### src/rtl/rom_loader_if.sv
// rom_loader_if: byte stream valid/ready handshake feeding the ROM loader
interface rom_loader_if;
    logic [7:0] in_data;
    logic       in_valid;
    logic       in_ready;
    modport master (output in_data, output in_valid, input in_ready);
    modport slave  (input in_data, input in_valid, output in_ready);
endinterface

### src/rtl/rom_loader.sv
// rom_loader: assembles a checksummed byte stream into ROM words and holds the CPU in reset until a good load
module rom_loader #(
    parameter int ADDR_WIDTH = 8
) (
    input  logic                  clk,
    input  logic                  rst,
    input  logic                  i_start,
    rom_loader_if.slave           strm,
    output logic                  o_rom_we,
    output logic [ADDR_WIDTH-1:0] o_rom_addr,
    output logic [31:0]           o_rom_wdata,
    output logic                  o_cpu_rst,
    output logic                  o_busy,
    output logic                  o_done,
    output logic                  o_error,
    output logic [ADDR_WIDTH:0]   o_words_loaded
);
    typedef enum logic [2:0] {S_IDLE, S_LEN0, S_LEN1, S_DATA, S_CSUM, S_DONE, S_ERR} state_t;
    state_t                r_state;
    state_t                w_next;
    logic [15:0]           r_len;
    logic [1:0]            r_lane;
    logic [ADDR_WIDTH:0]   r_word;
    logic [7:0]            r_xor;
    logic [23:0]           r_asm;
    logic                  r_rom_we;
    logic [ADDR_WIDTH-1:0] r_rom_addr;
    logic [31:0]           r_rom_wdata;
    logic                  w_ready;
    logic                  w_xfer;
    logic                  w_start_ok;
    logic                  w_big;
    logic                  w_last;
    logic [15:0]           w_len;

    assign w_len       = {strm.in_data, r_len[7:0]};
    assign w_xfer      = strm.in_valid && w_ready;
    assign w_start_ok  = i_start && (r_state inside {S_IDLE, S_DONE, S_ERR});
    assign w_big       = 32'(w_len) > (32'd1 << ADDR_WIDTH);
    assign w_last      = r_lane == 2'd3 && 32'(r_word) + 32'd1 == 32'(r_len);
    assign strm.in_ready   = w_ready;
    assign o_rom_we        = r_rom_we;
    assign o_rom_addr      = r_rom_addr;
    assign o_rom_wdata     = r_rom_wdata;
    assign o_words_loaded  = r_word;

    // state register
    always_ff @(posedge clk) begin
        r_state <= rst ? S_IDLE : w_next;
    end

    // next-state: each byte-consuming state advances only on a transfer
    always_comb begin
        w_next = r_state;
        case (r_state)
            S_IDLE, S_DONE, S_ERR: w_next = i_start ? S_LEN0 : r_state;
            S_LEN0: w_next = w_xfer ? S_LEN1 : r_state;
            S_LEN1: w_next = !w_xfer ? r_state : w_big ? S_ERR : (w_len == 16'd0 ? S_CSUM : S_DATA);
            S_DATA: w_next = (w_xfer && w_last) ? S_CSUM : r_state;
            S_CSUM: w_next = !w_xfer ? r_state : (strm.in_data == r_xor ? S_DONE : S_ERR);
            default: w_next = S_IDLE;
        endcase
    end

    // status outputs decoded from state alone
    always_comb begin
        w_ready   = r_state inside {S_LEN0, S_LEN1, S_DATA, S_CSUM};
        o_busy    = w_ready;
        o_done    = r_state == S_DONE;
        o_error   = r_state == S_ERR;
        o_cpu_rst = r_state != S_DONE;
    end

    // datapath: length capture, byte assembly, checksum and one-cycle ROM write
    always_ff @(posedge clk) begin
        if (rst) begin
            r_len       <= '0;
            r_lane      <= '0;
            r_word      <= '0;
            r_xor       <= '0;
            r_asm       <= '0;
            r_rom_we    <= 1'b0;
            r_rom_addr  <= '0;
            r_rom_wdata <= '0;
        end else begin
            r_rom_we <= 1'b0;
            if (w_start_ok) begin
                r_lane <= '0;
                r_word <= '0;
                r_xor  <= '0;
            end
            if (w_xfer && r_state == S_LEN0) r_len[7:0] <= strm.in_data;
            if (w_xfer && r_state == S_LEN1) r_len[15:8] <= strm.in_data;
            if (w_xfer && r_state == S_DATA) begin
                r_xor  <= r_xor ^ strm.in_data;
                r_lane <= r_lane + 2'd1;
                r_asm  <= {strm.in_data, r_asm[23:8]};
                if (r_lane == 2'd3) begin
                    r_rom_we    <= 1'b1;
                    r_rom_addr  <= r_word[ADDR_WIDTH-1:0];
                    r_rom_wdata <= {strm.in_data, r_asm};
                    r_word      <= r_word + (ADDR_WIDTH+1)'(1);
                end
            end
        end
    end
endmodule

### src/flat_wrapper.sv
// flat-port wrapper written by rule: the top's interface ports become plain ports
module rom_loader_flat 
#(
    parameter int ADDR_WIDTH = 8
)
  (clk, rst, i_start, o_rom_we, o_rom_addr, o_rom_wdata, o_cpu_rst, o_busy, o_done, o_error, o_words_loaded, strm_in_data, strm_in_valid, strm_in_ready);
  rom_loader_if strm_i ();
  input  logic clk;
  input  logic rst;
  input  logic i_start;
  output logic o_rom_we;
  output logic [ADDR_WIDTH-1:0] o_rom_addr;
  output logic [31:0] o_rom_wdata;
  output logic o_cpu_rst;
  output logic o_busy;
  output logic o_done;
  output logic o_error;
  output logic [ADDR_WIDTH:0] o_words_loaded;
  input wire logic [$bits(strm_i.in_data)-1:0] strm_in_data;
  input wire logic [$bits(strm_i.in_valid)-1:0] strm_in_valid;
  output wire logic [$bits(strm_i.in_ready)-1:0] strm_in_ready;
  assign strm_i.in_data = strm_in_data;
  assign strm_i.in_valid = strm_in_valid;
  assign strm_in_ready = strm_i.in_ready;
  rom_loader #(.ADDR_WIDTH(ADDR_WIDTH)) u_core (.clk(clk), .rst(rst), .i_start(i_start), .strm(strm_i), .o_rom_we(o_rom_we), .o_rom_addr(o_rom_addr), .o_rom_wdata(o_rom_wdata), .o_cpu_rst(o_cpu_rst), .o_busy(o_busy), .o_done(o_done), .o_error(o_error), .o_words_loaded(o_words_loaded));
endmodule
### config.mk
export PLATFORM = sky130hd
export DESIGN_NAME = rom_loader_flat
export DESIGN_NICKNAME = d
export VERILOG_FILES = /design/src/rtl/rom_loader_if.sv /design/src/rtl/rom_loader.sv /design/src/flat_wrapper.sv
export SDC_FILE = /design/constraint.sdc
export NUM_CORES = 1
export LEC_CHECK = 0
export ABC_AREA = 1
export BUFFER_PORTS_ARGS = -buffer_cell sky130_fd_sc_hd__buf_2
export CORE_MARGIN = 2
export CORE_UTILIZATION = 55
export DETAILED_ROUTE_END_ITERATION = 10
export HOLD_SLACK_MARGIN = 0.15
export PLACE_DENSITY_LB_ADDON = 0.15
export SYNTH_ARGS = -nofsm -noshare
export SYNTH_HDL_FRONTEND = slang
export SYNTH_SLANG_ARGS = --single-unit
### constraint.sdc
create_clock -name clk -period 1.95 [get_ports clk]
set_clock_uncertainty 0.1 [all_clocks]
set_input_delay 0.195 -clock clk [delete_from_list [all_inputs] [get_ports clk]]
set_output_delay 0.195 -clock clk [all_outputs]
set_load 0.01 [all_outputs]
* After elaboration in Yosys (flattened, before gate mapping)
Index checks and enable logic that the tools add are counted.
** Storage, ports and cells
- Register bits :: 103
- Input port bits :: 12
- Output and inout bits :: 55
- Logic and storage cells :: 64
** Operators by class
- $add $sub $neg :: 3
- $lt $le $gt $ge :: 1
- Eq/ne operators :: 15
- Multiplexer cells :: 17
- Bitwise gates (word level) :: 2
- Reduce and logical (&&, ||, !) cells :: 16
** Operator list (number)
- $eq A32 B16 Y1 :: 1
- $mux W9 :: 3
- $mux W3 :: 7
- $gt A16 B9 Y1 const B :: 1
- $logic_not A16 Y1 :: 1
- $mux W8 :: 2
- $pmux W3 S5 :: 1
- $add A9 B1 Y10 const B :: 1
- $add A9 B1 Y9 const B :: 1
- $eq A3 B3 Y1 const B :: 3
- $eq A8 B8 Y1 :: 1
- $ne A2 B1 Y1 const B :: 4
- $xor A8 B8 Y8 :: 1
- $logic_and A1 B1 Y1 :: 7
- $eq A3 B2 Y1 const B :: 2
- $mux W2 :: 3
- $reduce_and A5 Y1 :: 1
- $reduce_bool A4 Y1 :: 1
- $eq A3 B1 Y1 const B :: 1
- $logic_not A3 Y1 :: 1
- $ne A3 B3 Y1 const B :: 1
- $reduce_bool A3 Y1 :: 1
- $reduce_or A3 Y1 :: 1
- $add A2 B1 Y2 const B :: 1
- 7 further kinds :: 7

* Longest topological paths before layout
- Depth in word-level cells :: 6
- Mapped depth :: 14

* Least setup slack after synthesis
OpenSTA, ideal clock, no wires.
- Path kind :: register -> register
- Start :: register u_core.r_word[1] (netlist: u_core.o_words_loaded[1])
- End :: register u_core.r_state[0]
- Setup time :: 0.109 ns
- Arrival :: 1.570 ns
- Required time :: 1.741 ns
- Path slack :: 0.171 ns
- Cell stages (with the launch flop) :: 11
- Buffers on the path :: 0
- Cell sequence :: dfxtp_1 ha_1 nand3_2 nor2_4 xnor3_1 nor2_1 nand3_1 nand2_2 nand3_1 nand2_1 inv_1
** On the way
- Longest elaborated chain between the ends :: 6
** Ends and longest elaborated chain
- from (decl) :: RTL line rom_loader.sv:23 : logic [ADDR_WIDTH:0] r_word;
- from (signal assigned) :: RTL line rom_loader.sv:102 : r_word <= r_word + (ADDR_WIDTH+1)'(1);
- $add A9 B1 Y10 :: RTL line rom_loader.sv:40 : assign w_last = r_lane == 2'd3 && 32'(r_word) + 32'd1 == 32'(r_len);
- $eq A32 B16 Y1 :: RTL line rom_loader.sv:40
- $logic_and A1 B1 Y1 :: RTL line rom_loader.sv:40
- $logic_and A1 B1 Y1 :: RTL line rom_loader.sv:59 : S_DATA: w_next = (w_xfer && w_last) ? S_CSUM : r_state;
- $ne A2 B1 Y1 (no line)
- $reduce_and A5 Y1 (no line)
- to (signal assigned) :: RTL line rom_loader.sv:49 : r_state <= rst ? S_IDLE : w_next;
- to (decl) :: RTL line rom_loader.sv:19 : state_t r_state;
No other way between the ends.
A chain may end at the register's enable or synchronous reset.

* Worst setup path after layout
- Start :: register u_core.r_state[1]
- End :: register u_core.r_state[2]
** On the way
- Longest elaborated chain between the ends :: 6
- Elaborated cells on any way between the ends :: 18
- Those cells by class :: eq/ne (11); mux (1); reduce/logical (6)
** Ends and longest elaborated chain
- $eq A3 B1 Y1, or another cell as far along :: RTL line rom_loader.sv:55, rom_loader.sv:67
- $reduce_bool A4 Y1 :: RTL line rom_loader.sv:67 : w_ready = r_state inside {S_LEN0, S_LEN1, S_DATA, S_CSUM};
- $logic_and A1 B1 Y1 :: RTL line rom_loader.sv:37 : assign w_xfer = strm.in_valid && w_ready;
- $logic_and A1 B1 Y1 :: RTL line rom_loader.sv:59
- $ne A2 B1 Y1 (no line)
- $reduce_and A5 Y1 (no line)
Parallel ways exist; a longest one is shown, timed or not.

==> results.md <==
* Endpoint arrival time on the critical path at 1990 ps
* Total Nets Final at ~640
* CP startpoint kind: flop
* DRC violation count after routing at 0
* Clk_lat worst skew at 370 ps
* CTS max path bufs at 2
* Final setup violation count at 0
* Clk sink count at 103
* Post-route worst setup slack at 131 ps
* Count of final max-slew check failures at 0
* Count of state elements after synthesis at 103
* Max-capacitance violation count at 0
* Vias per inst at 5.11
* Data required time of the worst path at 2120 ps
* Cell count after synthesis at 548
* Via count at approximately 3.7k
* Total global routing overflow at 0
* Final instance area at ~5000 sq um
* WL final at 9.27 mm
* Kind of critical path: flop to flop
* Number of core rows at 31
* Number of top-level design ports at 67
* Fmax achieved at 550 MHz
* Crit share post-route at between 90% and 100%
* Initial DRC count at ~240
* Global router's overall resource usage at 23.3%
* Global-route wire length before repair at around 16 mm
* Net count after synthesis at 562
* Register area share after synthesis at 49.6%
* Buffers added on ports at 66
* Placement-stage worst setup slack at 53.4 ps
* Clock Root Buffer: sky130_fd_sc_hd__clkbuf_8
* Register clock-pin slew on the reported worst setup and hold paths at approximately 100 ps
* Count of endpoints failing hold in the final timing report at 0
* Number of diodes added for antenna fixing at 0
* Commonest cells after routing, fill and taps aside: 110 x sky130_fd_sc_hd__nand2_1, 95 x sky130_fd_sc_hd__dfxtp_1, 83 x sky130_fd_sc_hd__o21ai_0
* Share of cells above drive strength 1 at approximately a fifth
* Vertical die dimension at 91.0 um
* Distinct cells, synth at 29
* Tmin final at 1820 ps
* Status: completed
* Critical path fanouts, max at 5
* Per-cell routed wire length at 12.7 um
* TritonCTS clock tree: done
* Yosys warning count at 0
* Kind of end point of the critical path: flop
* Worst relative slew slack at roughly three quarters
* Post-synthesis cell area at 4160 sq um
* Pwr per Cell Area at 951 nW/um^2
* Tightest Pin Transition at roughly 350 ps
* Post-detail-place hpwl at 6.38 mm
* Placed cell area at between 4000 and 5000 sq um
* Die area at just over 8000 sq um
* Number of buffers created by CTS at 9
* Overall power at roughly 4.7 mW
* Initial Utilization at 57.0%
* Leak at 2.24 nW
* Worst min-delay path class: input pin to flop
* FF-to-FF setup slack at 130 ps
* 1st-pass router iterations at 5
* Core Footprint at 7290 sq um
* Die X-Extent at around 91 um
* Remaining number of nets flagged by the antenna check after routing at 0
* Pin count of the biggest net entering global routing at 56
* VDD IR-drop max at 0.000555 V
* CTS H-tree lvls at 3
* Most frequent standard cell in the layout excluding fill and tap cells: sky130_fd_sc_hd__nand2_1
* Area growth from synthesis to layout at 19.6%
* Unrepaired setup endpoints after global routing: yes
* Final weighted congestion in routability-driven placement at 0.902
* Mean Syn Cell Area at 7.59 sq um
* Vias in the first global route at 3,456
* Antenna violations before repair at 0
[critical path, cell delays in order (launching register included)]
cell	delay [ps]
sky130_fd_sc_hd__dfxtp_4	380
sky130_fd_sc_hd__inv_2	50
sky130_fd_sc_hd__nor2_2	130
sky130_fd_sc_hd__nand2_2	100
sky130_fd_sc_hd__nand2_1	90
sky130_fd_sc_hd__nor2_1	60
sky130_fd_sc_hd__nor2_1	140
sky130_fd_sc_hd__nand3_1	100
sky130_fd_sc_hd__nor2_1	100
sky130_fd_sc_hd__nand3_1	100
sky130_fd_sc_hd__nand2_2	140
sky130_fd_sc_hd__nand3_1	100
sky130_fd_sc_hd__nand2_1	70
sky130_fd_sc_hd__nor2_1	40
[final timing paths]
check / start / cells past startpoint / to
setup / recovery: u_core.r_state[1] / 13 / u_core.r_state[2]
hold / removal: strm_in_data[7] / 4 / u_core.r_xor[7]
setup reg to reg: u_core.r_state[1] / 13 / u_core.r_state[2]
hold reg to reg: u_core.o_rom_wdata[31] / 2 / u_core.o_rom_wdata[31]
[synth_stat cells, drive strengths merged]
library cell / count / share of area, %
xnor3: 2 / 1.1
inv: 77 / 6.9
xnor2: 4 / 0.84
o21ai: 86 / 10
nor3: 3 / 0.36
xor2: 6 / 1.3
nand3: 25 / 3.2
buf: 11 / 1.3
clkbuf: 11 / 0.99
o22ai: 5 / 0.75
nor2: 32 / 3.8
nand2: 114 / 10
nand3b: 1 / 0.18
a21oi: 55 / 6.6
a31oi: 1 / 0.15
nand4: 5 / 0.75
ha: 2 / 0.60
or2: 4 / 0.60
dfxtp: 103 / 50
o21a: 1 / 0.18
[state kept, by name (all words and copies together), names as in the netlist]
name                   flops
u_core.o_words_loaded      9
u_core.r_asm              24
u_core.r_xor               8
u_core.o_rom_we            1
u_core.r_lane              2
u_core.o_rom_addr          8
u_core.o_rom_wdata        32
u_core.r_state             3
u_core.r_len              16
[area by class of cell]
class                      instances  area, sq um
clock inverter                     6         52.6
sequential                       103         2080
multi-input combinational        346         1760
clock buffer                      10          128
inverter                          77          289
timing repair buffer              87          546
tap                               99          124
fill                             660         2320
[metal layers]
layer / vias up / track usage, % / part of all wire, %
met1: 1689 / 31.4 / 47
met3: 11 / 4.07 / 5.4
met5: - / 0 / 0
li1: 1917 / - / -
met4: 0 / 9.09 / 1.5
met2: 103 / 37.5 / 46
[where the power goes]
| part | internal [mW] | switching [mW] | leakage, nW |
|---|---|---|---|
| clock | 0.483 | 0.759 | 0.0850 |
| combinational | 0.417 | 0.703 | 1.32 |
| sequential | 2.26 | 0.112 | 0.836 |
[cells by family after synthesis]
family	count (synthesis)	share of synthesized area (%)
AO/OA/AOI/OAI	148	18.1
flip-flops	103	49.6
adder cells (fa/ha/maj)	2	0.602
AND/OR/NAND/NOR	184	19.3
buffers and inverters	99	9.27
XOR/XNOR	12	3.19
[per-stage QoR]
stage	hold slack, ps	setup TNS, ps	std cells	utilization (%)
2_1_floorplan	251	0	548	-
3_3_place_gp	335	0	701	63.6
3_5_place_dp	341	0	701	63.6
4_1_cts	152	0	725	67.1
5_1_grt	165	-168	728	68.2
6_report	163	0	728	68.2
[timing repair]
action / CTS / global route
hold endpoints to repair: 35 / 0
gates resized for setup: 0 / 23
hold buffers: 8 / 0
setup buffers: 0 / 3
setup endpoints to repair: 0 / 37
No activity file was read; power rests on OpenSTA's default activity.
